==> config.mk <==
export PLATFORM = sky130hd
export DESIGN_NAME = uart_cmd_rx
export DESIGN_NICKNAME = d
export VERILOG_FILES = /design/src/rtl/uart_cmd_rx.sv
export SDC_FILE = /design/constraint.sdc
export NUM_CORES = 1
export LEC_CHECK = 0
export ABC_AREA = 1
export CAP_MARGIN = 40
export CORE_ASPECT_RATIO = 1.75
export CORE_MARGIN = 2
export CORE_UTILIZATION = 57
export DETAILED_ROUTE_END_ITERATION = 16
export HOLD_SLACK_MARGIN = 0.15
export PLACE_DENSITY = 0.84
export REMOVE_ABC_BUFFERS = 1
export SYNTH_ARGS = -nofsm -noshare
export SYNTH_HDL_FRONTEND = slang
export SYNTH_SLANG_ARGS = --single-unit
==> constraint.sdc <==
create_clock -name i_clk -period 2.03 [get_ports i_clk]
set_input_delay 0.406 -clock i_clk [delete_from_list [all_inputs] [get_ports i_clk]]
set_output_delay 0.406 -clock i_clk [all_outputs]
set_load 0.05 [all_outputs]
==> src/rtl/uart_cmd_rx.sv <==
// uart_cmd_rx: oversampled UART receiver with a held command byte.
// Receives 8N1 frames (or 8E1 when UART_RX_PARITY_EN is defined), majority-votes
// three mid-bit samples, and keeps the last good byte on o_cmd until the link
// has been silent for HOLD_CYCLES clocks, after which o_cmd clears to 0x00.
// Optional feature macro: UART_RX_PARITY_EN (even parity bit between data and stop).
module uart_cmd_rx #(
  parameter int CLKS_PER_BIT = 28,
  parameter int HOLD_CYCLES  = 322560
) (
  input  logic       i_clk,
  input  logic       i_rst,
  input  logic       i_rx,
  output logic [7:0] o_data,
  output logic       o_valid,
  output logic       o_frame_err,
  output logic       o_parity_err,
  output logic       o_busy,
  output logic [7:0] o_cmd
);

  localparam int HALF = CLKS_PER_BIT / 2;
  localparam int CW   = $clog2(CLKS_PER_BIT);
  localparam int HW   = $clog2(HOLD_CYCLES + 1);

  localparam logic [CW-1:0] CNT_LAST   = CW'(CLKS_PER_BIT - 1);
  localparam logic [CW-1:0] CNT_SAMP0  = CW'(HALF - 1);
  localparam logic [CW-1:0] CNT_SAMP1  = CW'(HALF);
  localparam logic [CW-1:0] CNT_DECIDE = CW'(HALF + 1);
  localparam logic [HW-1:0] HOLD_MAX   = HW'(HOLD_CYCLES);
  localparam logic [HW-1:0] HOLD_PRE   = HW'(HOLD_CYCLES - 1);

`ifdef UART_RX_PARITY_EN
  typedef enum logic [2:0] {
    S_IDLE,
    S_START,
    S_DATA,
    S_PARITY,
    S_STOP,
    S_WAIT_HIGH
  } state_t;
`else
  typedef enum logic [2:0] {
    S_IDLE,
    S_START,
    S_DATA,
    S_STOP,
    S_WAIT_HIGH
  } state_t;
`endif

  state_t          r_state;
  logic [1:0]      r_sync;
  logic [CW-1:0]   r_cnt;
  logic            r_samp0;
  logic            r_samp1;
  logic [7:0]      r_shift;
  logic [2:0]      r_bitIdx;
  logic            r_bad;
  logic [7:0]      r_data;
  logic            r_valid;
  logic            r_frameErr;
  logic            r_busy;
  logic [7:0]      r_cmd;
  logic [HW-1:0]   r_holdCnt;
`ifdef UART_RX_PARITY_EN
  logic            r_parityErr;
`endif

  logic            w_rxS;
  logic            w_decide;
  logic            w_bit;
  logic            w_goodFrame;

  // Two-flop synchronizer; both stages reset high so reset never looks like a start bit.
  always_ff @(posedge i_clk) begin
    if (i_rst) begin
      r_sync <= 2'b11;
    end else begin
      r_sync <= {r_sync[0], i_rx};
    end
  end

  assign w_rxS    = r_sync[1];
  assign w_decide = (r_cnt == CNT_DECIDE);

  // 2-of-3 vote over the samples at HALF-1, HALF and the live sample at HALF+1.
  assign w_bit = (r_samp0 & r_samp1) | (r_samp0 & w_rxS) | (r_samp1 & w_rxS);

  // A clean stop bit on an unflagged frame is the only thing that updates the command.
  assign w_goodFrame = (r_state == S_STOP) && w_decide && w_bit && !r_bad;

  // Receive FSM with bit timing, sample capture and registered pulse outputs.
  always_ff @(posedge i_clk) begin
    if (i_rst) begin
      r_state    <= S_IDLE;
      r_cnt      <= '0;
      r_samp0    <= 1'b0;
      r_samp1    <= 1'b0;
      r_shift    <= 8'h00;
      r_bitIdx   <= 3'd0;
      r_bad      <= 1'b0;
      r_data     <= 8'h00;
      r_valid    <= 1'b0;
      r_frameErr <= 1'b0;
      r_busy     <= 1'b0;
`ifdef UART_RX_PARITY_EN
      r_parityErr <= 1'b0;
`endif
    end else begin
      r_valid    <= 1'b0;
      r_frameErr <= 1'b0;
`ifdef UART_RX_PARITY_EN
      r_parityErr <= 1'b0;
`endif

      if (r_state == S_IDLE) begin
        r_cnt <= '0;
      end else if (r_cnt == CNT_LAST) begin
        r_cnt <= '0;
      end else begin
        r_cnt <= r_cnt + CW'(1);
      end

      if (r_cnt == CNT_SAMP0) begin
        r_samp0 <= w_rxS;
      end
      if (r_cnt == CNT_SAMP1) begin
        r_samp1 <= w_rxS;
      end

      case (r_state)
        S_IDLE: begin
          r_bad    <= 1'b0;
          r_bitIdx <= 3'd0;
          if (!w_rxS) begin
            r_state <= S_START;
            r_busy  <= 1'b1;
          end
        end

        S_START: begin
          if (w_decide) begin
            if (w_bit) begin
              r_state <= S_IDLE;
              r_busy  <= 1'b0;
            end else begin
              r_state <= S_DATA;
            end
          end
        end

        S_DATA: begin
          if (w_decide) begin
            r_shift  <= {w_bit, r_shift[7:1]};
            r_bitIdx <= r_bitIdx + 3'd1;
            if (r_bitIdx == 3'd7) begin
`ifdef UART_RX_PARITY_EN
              r_state <= S_PARITY;
`else
              r_state <= S_STOP;
`endif
            end
          end
        end

`ifdef UART_RX_PARITY_EN
        S_PARITY: begin
          if (w_decide) begin
            if (w_bit != (^r_shift)) begin
              r_parityErr <= 1'b1;
              r_bad       <= 1'b1;
            end
            r_state <= S_STOP;
          end
        end
`endif

        S_STOP: begin
          if (w_decide) begin
            if (w_bit) begin
              r_state <= S_IDLE;
              r_busy  <= 1'b0;
              if (!r_bad) begin
                r_valid <= 1'b1;
                r_data  <= r_shift;
              end
            end else begin
              r_frameErr <= 1'b1;
              r_state    <= S_WAIT_HIGH;
            end
          end
        end

        S_WAIT_HIGH: begin
          if (w_rxS) begin
            r_state <= S_IDLE;
            r_busy  <= 1'b0;
          end
        end

        default: begin
          r_state <= S_IDLE;
          r_busy  <= 1'b0;
        end
      endcase
    end
  end

  // Command hold: a good frame reloads the byte and restarts the silence timer,
  // which saturates at HOLD_CYCLES and clears the command on the cycle it gets there.
  always_ff @(posedge i_clk) begin
    if (i_rst) begin
      r_cmd     <= 8'h00;
      r_holdCnt <= '0;
    end else if (w_goodFrame) begin
      r_cmd     <= r_shift;
      r_holdCnt <= '0;
    end else if (r_holdCnt != HOLD_MAX) begin
      r_holdCnt <= r_holdCnt + HW'(1);
      if (r_holdCnt == HOLD_PRE) begin
        r_cmd <= 8'h00;
      end
    end
  end

  assign o_data      = r_data;
  assign o_valid     = r_valid;
  assign o_frame_err = r_frameErr;
  assign o_busy      = r_busy;
  assign o_cmd       = r_cmd;
`ifdef UART_RX_PARITY_EN
  assign o_parity_err = r_parityErr;
`else
  assign o_parity_err = 1'b0;
`endif

endmodule
==> Word-level counts from Yosys, hierarchy flattened <==
Index checks and enable logic that the tools add are counted.
{ "word_totals": {"regBits": 61, "latch_bits": 0, "mem_bits_rw": 0, "mem_bits_ro": 0, "word_cells": 81, "n_memories": 0} }
{ "op_classes": {"addsub": 3, "multipliers": 0, "div": 0, "magnitude_cmp": 0, "n_eq_ne": 19, "n_shift": 0, "muxes": 20, "n_bitwise": 9, "reduce_logical": 17} }
{ "ops": {"columns": ["op", "n"], "rows": [
  ["3-bit 2-to-1 mux", 8],
  ["8-bit 2-to-1 mux", 3],
  ["19-bit by 1-bit adder with 19-bit output, second input constant", 1],
  ["19-bit == test, second input constant", 1],
  ["19-bit != test, second input constant", 1],
  ["5-bit by 4-bit == test with 1-bit output, second input constant", 3],
  ["3-bit one-hot mux with 5 select lines", 1],
  ["2-bit != test, second input constant", 6],
  ["3-bit by 2-bit == test with 1-bit output, second input constant", 2],
  ["3-bit == test, second input constant", 2],
  ["3-bit one-hot mux with 2 select lines", 1],
  ["2-bit AND reduction", 3],
  ["6-bit AND reduction", 1],
  ["2-bit nonzero test", 3],
  ["3-bit OR reduction", 2],
  ["5-bit by 1-bit adder with 5-bit output, second input constant", 1],
  ["5-bit == test, second input constant", 1],
  ["1-bit 2-to-1 mux", 5],
  ["5-bit AND reduction", 1],
  ["2-bit by 1-bit != test with 1-bit output, second input constant", 2],
  ["1-bit inverter", 4],
  ["1-bit one-hot mux with 4 select lines", 1],
  ["2-bit OR reduction", 2],
  ["4-bit OR reduction", 1],
  ["other kinds (8)", 12]
]} }

==> Depth between registers and ports, before layout <==
{ "logic_depth": {"ltp_word": 6, "depth_mapped": 11} }

==> Worst setup path after synthesis <==
Ideal clock, no wire load.
{ "synth_timing": {"path_kind": "register to register", "start": "register r_cnt[0]", "end": "register r_holdCnt[2]", "setup_ps": 116, "arrival_time_ps": 1445, "required_ps": 1914, "path_slack_ps": 469, "path_stages_with_launch": 11, "n_path_buf": 1, "synth_period_minus_slack_ps": 1561, "cell_sequence": "dfxtp_1 > ha_1 > inv_1 > nor2_1 > ha_1 > nand3_1 > inv_2 > nand2_8 > nand2_8 > buf_6 > nor2_1"} }
{ "synth_between": {"elab_chain_len": 4} }
{ "synth_lines": {"columns": ["element", "line_no", "source"], "rows": [
  ["start, declared", "53", "logic [CW-1:0] r_cnt;"],
  ["start signal, assigned", "121", "r_cnt <= r_cnt + CW'(1);"],
  ["5-bit by 4-bit == test with 1-bit output", "84", "assign w_decide = (r_cnt == CNT_DECIDE);"],
  ["1-bit logical AND (2 in a row)", "90", "assign w_goodFrame = (r_state == S_STOP) && w_decide && w_bit && !r_bad;"],
  ["2-bit OR reduction (no source line)", null, null],
  ["end signal, assigned", "219", "r_holdCnt <= r_holdCnt + HW'(1);"],
  ["end, declared", "64", "logic [HW-1:0] r_holdCnt;"]
]} }
No other way between the ends.
A chain may end at the register's enable or synchronous reset.

==> Worst setup path in the final report <==
{ "layout_timing": {"start": "register r_cmd[7], in the netlist o_cmd[7]", "end": "output port o_cmd[7]"} }
{ "layout_lines": {"columns": ["element", "line_no", "source"], "rows": [
  ["start, declared", "63", "logic [7:0] r_cmd;"],
  ["start signal, assigned", "216", "r_cmd <= r_shift;"],
  ["end, declared", "18", "output logic [7:0] o_cmd"]
]} }
No word-level cell between the ends.

==> reports/qor.yml <==
hold_path.class: "reg2reg"
fp.dieW_um: 57.8
power_mw: 2.79
outcome: "finished, final reports clean"
yosys.area.top_type: "dfxtp_1"
antenna_found_initial: 0
nets: 428
worstHoldStart: "r_sync[0]"
cp_slowest_cell: "clkdlybuf4s50_1"
wirelength_um: 6130
r2r-start: "r_cnt[0]"
postCtsResizedCells: 0
avgSynthCellArea_um2: 7.40
intPower_mw: 2.10
first_pass_iters: 6
overflow: 0
whs_ns: 0.425
ys_seq_area_frac: 0.423
grt_pass1_wl_um: 10300
synthTopCellsByArea: "dfxtp_1 (42%), nand2_1 (8.3%), nor2_1 (8.1%)"
first_global_vias: 2434
worst_pin_slew_ns: 0.618
cp_top_family: "buffers and inverters"
relSlewSlack: 0.587
p_leak_nw: 1.25
maxCapViolCount: 0
rsz0062_at_grt: "no"
fin_crit_sh: 0.951
synth_most_common_cell: "nand2_1"
first_iter_violations: 119
synth_area_um2: 2890
cp-startpoint: "o_cmd[7]"
postRouteAntennaNets: 0
p_seq_frac: 0.455
worstSkewPairLatency_ns: 0.35
switching_share: 0.249
num_vias: 2560
cp.arrival_ns: 1.53
synth_top_area_share: 0.423
synth_commonest_cells: "nand2_1 (64), nor2_1 (62), dfxtp_1 (61)"
cts_tree: "done"
critical_path_class: "reg2out"
design_area_um2: 3360
async_flop_share: 0
viasPerCell: 5.39
path_buf_inv: 1
core_area_um2: 4930
min_period_ns: 1.93
ioPinCount: 23
drc: 0
drive_above_1_share: 0.135
final-hold-violation-count: 0
post-route-worst-setup-slack_ns: 0.0989
antenna_cells: 0
ir_drop_v: 0.000822
synthCells: 390
post_cts_buffers: 0
powerDensity_nw_per_um2: 830
dpl.hpwl_um: 4510
initial_core_util: 0.585
slowest_delay_ns: 0.82
synth_cell_types: 33
setup.worst_path.end_class: "output pin"
pre_cts_ws_ns: 0.219
finalSetupTns_ns: 0
rows: 34
ys_ff_latch: 61
port_buffers: 21
grt.total_usage: 0.235
synth-edff-count: 0
wl_per_cell_um: 12.9
path_max_fanout: 2
worstPathRequired_ns: 1.62
p_comb_frac: 0.107
fin_skew_ns: 0.00716
p_switching_mw: 0.694
yosys_warnings: 0
post_dp_cell_area_um2: 3130
clockBufferDepth: 2
gp_congestion: 0.884
cts_sinks: 61
grt_max_degree: 21
synthFlopType: "dfxtp_1"
die-area_um2: 5670
max_clock_freq_ghz: 0.518
path_clk_slew_ns: 0.06
setup_violations: 0
clock-root-buffer: "clkbuf_8"
die_y_um: 98.2
cts_buffers: 9
maxSlewViolCount: 0
cts.hold.buffers_added: 0
crit_chain: "clkdlybuf4s50_1"
clockPowerShare: 0.438
area_delta_synth_final_pct: 16.4
critPathLaunchType: "flip-flop"
htreeDepth: 3
cells in the final DEF, fill, tap and decap left out, types with 3 or more instances in the layout:
cell type,Yosys,layout
nor2_1,62,62
dfxtp_1,61,61
clkbuf_8,0,11
ha_1,9,9
nand4_1,7,7
xor2_1,6,6
a21oi_2,6,6
nor3_1,5,5
or2_2,3,3
a21oi_1,27,27
inv_1,42,42
o21ai_1,13,13
nand3_1,24,24
o21ai_0,13,13
nand3b_1,3,3
nand2_2,5,5
nand2_1,64,64
clkdlybuf4s50_1,0,21
inv_2,8,8
nor2_2,8,8
state kept, by name (all words and copies together) (netlist names):
| name | count |
|---|---|
| r_cnt | 5 |
| r_shift | 8 |
| o_valid | 1 |
| r_samp0 | 1 |
| r_sync | 2 |
| r_bitIdx | 3 |
| o_busy | 1 |
| r_samp1 | 1 |
| r_holdCnt | 19 |
| o_frame_err | 1 |
| o_cmd | 8 |
| o_data | 8 |
| r_state | 3 |
metal layers:
| metal | vias up | wire (um) | global-route usage |
|---|---|---|---|
| li1 | 1293 | - | - |
| met1 | 1212 | 2300 | 0.230 |
| met2 | 43 | 3490 | 0.434 |
| met3 | 12 | 207 | 0.0517 |
| met4 | 0 | 127 | 0.127 |
| met5 | - | 0 | 0 |
power by group through the flow:
stage	logic, mW	clock network (mW)	registers [mW]
after floorplan	0.198	0	1.32
after global placement	0.288	0	1.30
after detailed placement	0.294	0	1.30
after global routing	0.331	1.29	1.27
after CTS	0.297	1.25	1.27
final	0.298	1.22	1.27
through the flow:
stage / util / std cells
floorplan: - / 382
global placement: 0.635 / 459
detailed placement: 0.635 / 459
CTS: 0.681 / 475
global route: 0.681 / 475
finish: 0.681 / 475
final cells by class:
class                      instances  area (um2)
inverter                          51         193
tap                               54        67.6
sequential                        61        1220
clock inverter                     3        67.6
multi-input combinational        270        1430
fill                             404        1570
timing repair buffer              23         225
clock buffer                      13         159
worst paths after layout:
check / slack, ns / cells past startpoint / to
worst max-delay path: 0.1 / 1 / o_cmd[7]
worst min-delay path: 0.43 / 1 / r_sync[1]
worst max register to register: 0.29 / 10 / o_cmd[5]
worst min register to register: 0.43 / 1 / r_sync[1]
cells by family (layout without fill, tap and decap cells):
| kind of cell | Yosys count | after routing | synth area share |
|---|---|---|---|
| other | 1 | 1 | 0.00130 |
| xor gates and xnor gates | 7 | 7 | 0.0212 |
| AOI/OAI and AO/OA | 61 | 61 | 0.116 |
| adders and majority gates | 9 | 9 | 0.0390 |
| buffers and inverters | 59 | 90 | 0.0828 |
| DFF | 61 | 61 | 0.423 |
| and+or+nand+nor | 192 | 192 | 0.317 |
No activity file was read; power rests on OpenSTA's default activity.
